--- src/rtl/mio_bus_arbiter_pkg.sv ---
// Shared definitions for the memory/IO bus arbiter.
//   state_t : arbiter FSM states (idle, memory access in progress, completion pulse)
//   owner_t : which requester currently holds (or last held) the memory port
package mio_defs;

    typedef enum logic [1:0] {
        ST_IDLE   = 2'd0,
        ST_ACCESS = 2'd1,
        ST_RESP   = 2'd2
    } state_t;

    typedef enum logic {
        OWN_CPU = 1'b0,
        OWN_DMA = 1'b1
    } owner_t;

endpackage

--- src/rtl/mio_bus_arbiter.sv ---
// mio_bus_arbiter
//   Shares one fixed-latency memory/IO port between the CPU controller and a
//   secondary (DMA/VGA) requester. Round-robin on ties, one access at a time,
//   one-cycle completion pulse per access.
// Ports
//   clk, reset                 : clock, asynchronous active-high reset
//   cpu_rd/cpu_wr/cpu_addr/cpu_wdata -> cpu_rdata, MIO_ready
//   dma_req/dma_we/dma_addr/dma_wdata -> dma_rdata, dma_ack
//   mem_en/mem_we/mem_addr/mem_wdata <- mem_rdata : memory port
//   grant_cpu                  : high while the CPU owns the port
module mio_bus_arbiter
    import mio_defs::*;
#(
    parameter int MEM_LAT = 2,
    parameter int AW      = 32,
    parameter int DW      = 32
) (
    input  logic          clk,
    input  logic          reset,
    input  logic          cpu_rd,
    input  logic          cpu_wr,
    input  logic [AW-1:0] cpu_addr,
    input  logic [DW-1:0] cpu_wdata,
    output logic [DW-1:0] cpu_rdata,
    output logic          MIO_ready,
    input  logic          dma_req,
    input  logic          dma_we,
    input  logic [AW-1:0] dma_addr,
    input  logic [DW-1:0] dma_wdata,
    output logic [DW-1:0] dma_rdata,
    output logic          dma_ack,
    output logic          mem_en,
    output logic          mem_we,
    output logic [AW-1:0] mem_addr,
    output logic [DW-1:0] mem_wdata,
    input  logic [DW-1:0] mem_rdata,
    output logic          grant_cpu
);

    generate
        if (MEM_LAT < 1 || MEM_LAT > 15) begin : g_bad_mem_lat
            $fatal(1, "mio_bus_arbiter: MEM_LAT must be in 1..15");
        end
    endgenerate

    localparam logic [3:0] CNT_INIT = 4'(MEM_LAT - 1);

    state_t        r_state;
    state_t        w_state_next;
    owner_t        r_owner;
    owner_t        r_last_grant;
    owner_t        w_grant_owner;
    logic          w_grant;
    logic          w_access_done;
    logic          w_cpu_req;
    logic [3:0]    r_cnt;
    logic          r_we;
    logic          r_first;
    logic          r_mem_en;
    logic [AW-1:0] r_mem_addr;
    logic [DW-1:0] r_mem_wdata;
    logic [DW-1:0] r_cpu_rdata;
    logic [DW-1:0] r_dma_rdata;
    logic          r_mio_ready;
    logic          r_dma_ack;
    logic          r_grant_cpu;

    assign w_cpu_req = cpu_rd | cpu_wr;

    // Next-state and arbitration decision
    always_comb begin
        w_state_next  = r_state;
        w_grant       = 1'b0;
        w_grant_owner = OWN_CPU;
        w_access_done = 1'b0;
        case (r_state)
            ST_IDLE: begin
                if (w_cpu_req || dma_req) begin
                    w_grant      = 1'b1;
                    w_state_next = ST_ACCESS;
                    if (w_cpu_req && dma_req)
                        // Tie: hand the port to whoever did not have it last time
                        w_grant_owner = (r_last_grant == OWN_CPU) ? OWN_DMA : OWN_CPU;
                    else if (w_cpu_req)
                        w_grant_owner = OWN_CPU;
                    else
                        w_grant_owner = OWN_DMA;
                end
            end
            ST_ACCESS: begin
                if (r_cnt == 4'd0) begin
                    w_access_done = 1'b1;
                    w_state_next  = ST_RESP;
                end
            end
            ST_RESP: begin
                w_state_next = ST_IDLE;
            end
            default: begin
                w_state_next = ST_IDLE;
            end
        endcase
    end

    always_ff @(posedge clk or posedge reset) begin
        if (reset)
            r_state <= ST_IDLE;
        else
            r_state <= w_state_next;
    end

    always_ff @(posedge clk or posedge reset) begin
        if (reset) begin
            r_owner      <= OWN_CPU;
            r_last_grant <= OWN_DMA;
            r_cnt        <= 4'd0;
            r_we         <= 1'b0;
            r_first      <= 1'b0;
            r_mem_en     <= 1'b0;
            r_mem_addr   <= '0;
            r_mem_wdata  <= '0;
            r_cpu_rdata  <= '0;
            r_dma_rdata  <= '0;
            r_mio_ready  <= 1'b0;
            r_dma_ack    <= 1'b0;
            r_grant_cpu  <= 1'b0;
        end else begin
            if (w_grant) begin
                r_owner      <= w_grant_owner;
                r_last_grant <= w_grant_owner;
                r_cnt        <= CNT_INIT;
                r_first      <= 1'b1;
                if (w_grant_owner == OWN_CPU) begin
                    r_mem_addr  <= cpu_addr;
                    r_mem_wdata <= cpu_wdata;
                    r_we        <= cpu_wr;   // rd+wr together counts as a write
                end else begin
                    r_mem_addr  <= dma_addr;
                    r_mem_wdata <= dma_wdata;
                    r_we        <= dma_we;
                end
            end else if (r_state == ST_ACCESS) begin
                r_first <= 1'b0;
                if (r_cnt != 4'd0)
                    r_cnt <= r_cnt - 4'd1;
            end

            if (w_access_done && !r_we) begin
                if (r_owner == OWN_CPU)
                    r_cpu_rdata <= mem_rdata;
                else
                    r_dma_rdata <= mem_rdata;
            end

            // Registered outputs track the state being entered
            r_mem_en    <= (w_state_next == ST_ACCESS);
            r_mio_ready <= w_access_done && (r_owner == OWN_CPU);
            r_dma_ack   <= w_access_done && (r_owner == OWN_DMA);
            if (w_grant)
                r_grant_cpu <= (w_grant_owner == OWN_CPU);
            else if (w_state_next == ST_IDLE)
                r_grant_cpu <= 1'b0;
        end
    end

    // Write strobe only on the first access cycle so the memory sees one write
    assign mem_we    = (r_state == ST_ACCESS) && r_first && r_we;
    assign mem_en    = r_mem_en;
    assign mem_addr  = r_mem_addr;
    assign mem_wdata = r_mem_wdata;
    assign cpu_rdata = r_cpu_rdata;
    assign dma_rdata = r_dma_rdata;
    assign MIO_ready = r_mio_ready;
    assign dma_ack   = r_dma_ack;
    assign grant_cpu = r_grant_cpu;

endmodule
--- config.mk ---
export PLATFORM = sky130hd
export DESIGN_NAME = mio_bus_arbiter
export DESIGN_NICKNAME = d
export VERILOG_FILES = /design/src/rtl/mio_bus_arbiter_pkg.sv /design/src/rtl/mio_bus_arbiter.sv
export SDC_FILE = /design/constraint.sdc
export NUM_CORES = 1
export LEC_CHECK = 0
export CORE_ASPECT_RATIO = 1.2
export CORE_MARGIN = 2
export CORE_UTILIZATION = 44
export DETAILED_ROUTE_END_ITERATION = 6
export PLACE_DENSITY = 0.86
export REMOVE_ABC_BUFFERS = 1
export SYNTH_ARGS = -nofsm -noshare
export SYNTH_HDL_FRONTEND = slang
export SYNTH_SLANG_ARGS = --single-unit
--- constraint.sdc ---
create_clock -name clk -period 10.7 [get_ports clk]
set_clock_uncertainty 0.15 [all_clocks]
set_input_delay 1.605 -clock clk [delete_from_list [all_inputs] [get_ports clk]]
set_output_delay 1.605 -clock clk [all_outputs]
set_load 0.03 [all_outputs]
==> metrics.log <==
[metrics] result of the run: finished, final reports clean
[metrics] minimum setup slack among reg-to-reg paths: 8030 ps
[metrics] horizontal die dimension: 111.3 µm
[metrics] clock tree from TritonCTS: done
[metrics] pins over their slew limit: 0
[metrics] Required @ worst endpoint: 8950 ps
[metrics] average via count per standard cell: 5.701
[metrics] largest buffer count on any clock path: 2
[metrics] worst-margin pin slew: 1106 ps
[metrics] Resized cells post-CTS: 0
[metrics] relative contribution of combinational cells to total power: 53.3%
[metrics] share of the yosys chip area belonging to registers: 58.44%
[metrics] Detail Placement HPWL: 13570 µm
[metrics] clock latency reported for the late side of the worst-skew pair: 420 ps
[metrics] number of flops mapped to enable cells by yosys: 0
[metrics] TritonCTS Buffers: 17
[metrics] most common cell after layout, fill and taps aside: sky130_fd_sc_hd__clkdlybuf4s50_1
[metrics] via count of the first global-routing pass: 5495
[metrics] combinational family with the most area after synthesis: compound AO/OA/AOI/OAI gates
[metrics] Max VDD drop: 0.0002114 V
[metrics] total die area: 14780 µm²
[metrics] simple logic cell fraction of the synthesized area: 3.518%
[metrics] max-capacitance violation count: 0
[metrics] netlist area before placement: 6082 µm²
[metrics] final hold vios: 0
[metrics] initial standard-cell utilization of the core: 44.58%
[metrics] ys flop type: sky130_fd_sc_hd__dfrtp_1
[metrics] site row count: 47
[metrics] root buffer cell: sky130_fd_sc_hd__clkbuf_16
[metrics] cell count after synthesis: 444
[metrics] highest clock rate: 245.6 MHz
[metrics] # port buffers: 298
[metrics] H-tree lvl count: 4
[metrics] Clock Pin Slew Worst Setup and Hold Paths: 70 ps
[metrics] startpoint class of the critical path: register
[metrics] crit end category: output pin
[metrics] number of warnings reported in the yosys synthesis log: 0
[metrics] Synth cell types: 37
[metrics] count of nets left with antenna violations after detail routing: 0
[metrics] relative contribution of the clock network to total power: 17.3%
[metrics] WL per Instance: 20.83 µm
[metrics] accumulated negative setup slack: 0 ps
[metrics] number of detailed-route iterations in the first pass: 4
[metrics] Total Power Consumption: 3.338 mW
[metrics] worst rel slew slack: 26.05%
[metrics] initial antenna violation count: 2
[metrics] Routed Wire Length: 18980 µm
[metrics] setup repair after global routing missed its margin: false
[metrics] largest driver fanout on the critical path: 9
[metrics] count of endpoints failing setup in the final report: 0
[metrics] weighted congestion at the end of routability-driven global placement: 0.8892
[metrics] commonest cells after routing, fill and taps aside: 298 x sky130_fd_sc_hd__clkdlybuf4s50_1, 141 x sky130_fd_sc_hd__dfrtp_1, 54 x sky130_fd_sc_hd__a21boi_0, 54 x sky130_fd_sc_hd__a221o_1, 34 x sky130_fd_sc_hd__mux2_2
[metrics] Post-Synth XOR/XNOR Area: 0%
[metrics] mux share of post-synthesis cell area: 14.03%
[metrics] DR iter-0 viols: 313
[metrics] CP Data Arrival Time: 2320 ps
[metrics] Vert. Die Dim: 132.8 µm
[metrics] standard cell core area: 13640 µm²
[metrics] crit path time final: 4071 ps
[metrics] count of nets after finishing: 894
[metrics] share of post-route cells with drive strength above 1: 14.75%
[metrics] vias after detailed routing: 5194
[metrics] switching part of the total power: 41.01%
[metrics] Total Routing Usage GR: 25.73%
[metrics] buffers inserted by post-CTS timing repair: 0
[metrics] residual overflow from global routing: 0
[metrics] switching pwr: 1.369 mW
[metrics] Tcrit/Tclk final: 38.05%
[metrics] number of register bits inferred by synthesis: 142
[metrics] leakage: 4.090 nW
[metrics] Hold Buf Count CTS: 0
[metrics] area share of fa/ha/maj cells after synthesis: 0.4114%
[metrics] DRC violation count after routing: 0
[metrics] Worst Path Class, Setup: register to output pin
[metrics] fraction of the mapped netlist area in compound gates: 19.91%
[metrics] Boundary Pins: 299
[metrics] mean instance size in the synthesized netlist: 13.70 µm²
[metrics] internal power of the cells: 1.969 mW
[metrics] Num Clock Sinks: 142
[metrics] area growth from synthesis to final layout: 59.74%
[metrics] power per unit of standard cell area: 343.6 nW/µm²
[metrics] type of the most critical hold path: register to register
[metrics] Reg power frac: 29.4%
[metrics] largest net degree at the start of global routing: 97
[metrics] async set or reset register ratio after synthesis: 100.0%
[metrics] first-pass GRT wire length: 29880 µm
-- sequential cells by signal, indices dropped and copies added, names as in the netlist, 2 cells and up --
name,flops
mem_wdata,32
cpu_rdata,32
r_state,2
dma_rdata,32
r_cnt,4
mem_addr,32
-- worst max-delay path, stage by stage, from the launching register on --
cell	delay, ps
sky130_fd_sc_hd__dfrtp_1	430
sky130_fd_sc_hd__nor2b_1	520
sky130_fd_sc_hd__and3_1	260
sky130_fd_sc_hd__clkdlybuf4s50_1	680
-- per-layer routing --
metal	GRT usage (%)	vias up	routed length [µm]
met3	7.421	34	1459
met4	7.682	2	410
li1	-	2265	-
met5	0	-	16
met2	45.83	290	9842
met1	30.20	2603	7251
-- power groups by stage --
stage               Clock [mW]  Sequential, mW  Combinational [mW]
global route             0.609            1.01                1.87
detailed placement           0           0.973                1.78
floorplan                    0            1.44               0.540
CTS                      0.582           0.978                1.79
finish                   0.576           0.981                1.78
global placement             0           0.963                1.73
-- Yosys cell counts (all sizes together) (4+ instances only) --
| library cell | n | area, µm² |
|---|---|---|
| a221o | 54 | 540.5 |
| nand4 | 11 | 68.82 |
| a21boi | 54 | 405.4 |
| nand2 | 6 | 22.52 |
| dfrtp | 141 | 3528 |
| clkbuf | 31 | 116.4 |
| buf | 10 | 96.34 |
| a31oi | 12 | 75.07 |
| a21oi | 11 | 55.05 |
| o21ai | 15 | 75.07 |
| mux2 | 64 | 833.3 |
| nor2 | 4 | 15.01 |
-- path summary, 6_finish.rpt --
path,start,to,depth (start not counted)
worst max-delay path,r_state[0],mem_we,3
worst min-delay path,r_first,r_first,2
worst max register to register,r_state[1],mem_wdata[10],4
worst min register to register,r_first,r_first,2
max in group asynchronous,reset,dma_rdata[24],3
min in group asynchronous,reset,dma_rdata[12],2
-- layout make-up --
type | instances | area, µm²
Antenna cell | 1 | 2.502
Inverter | 3 | 16.27
Clock inverter | 13 | 140.1
Tap cell | 171 | 214.0
Clock buffer | 19 | 432.9
Sequential cell | 142 | 3555
Fill cell | 897 | 3928
Multi-Input combinational cell | 258 | 2327
Timing Repair Buffer | 304 | 3028
-- through the flow --
step | area [µm²] | worst slack (ps) | utilization, % | instances | hold slack (ps)
4_1_cts | 9713 | 6623 | 71.19 | 910 | 327.7
2_1_floorplan | 5869 | 5137 | - | 403 | 288.8
6_report | 9716 | 6629 | 71.21 | 911 | 329.0
3_3_place_gp | 9140 | 6382 | 66.99 | 878 | 302.0
3_5_place_dp | 9140 | 6251 | 66.99 | 878 | 312.6
5_1_grt | 9713 | 6520 | 71.19 | 910 | 370.2
-- kinds of logic after synthesis --
kind of cell | Yosys count
AO/OA/AOI/OAI | 153
adder cells (fa/ha/maj) | 2
buffers and inverters | 44
flip-flops | 142
multiplexers | 66
AND/OR/NAND/NOR | 37
No activity file was read; power rests on OpenSTA's default activity.
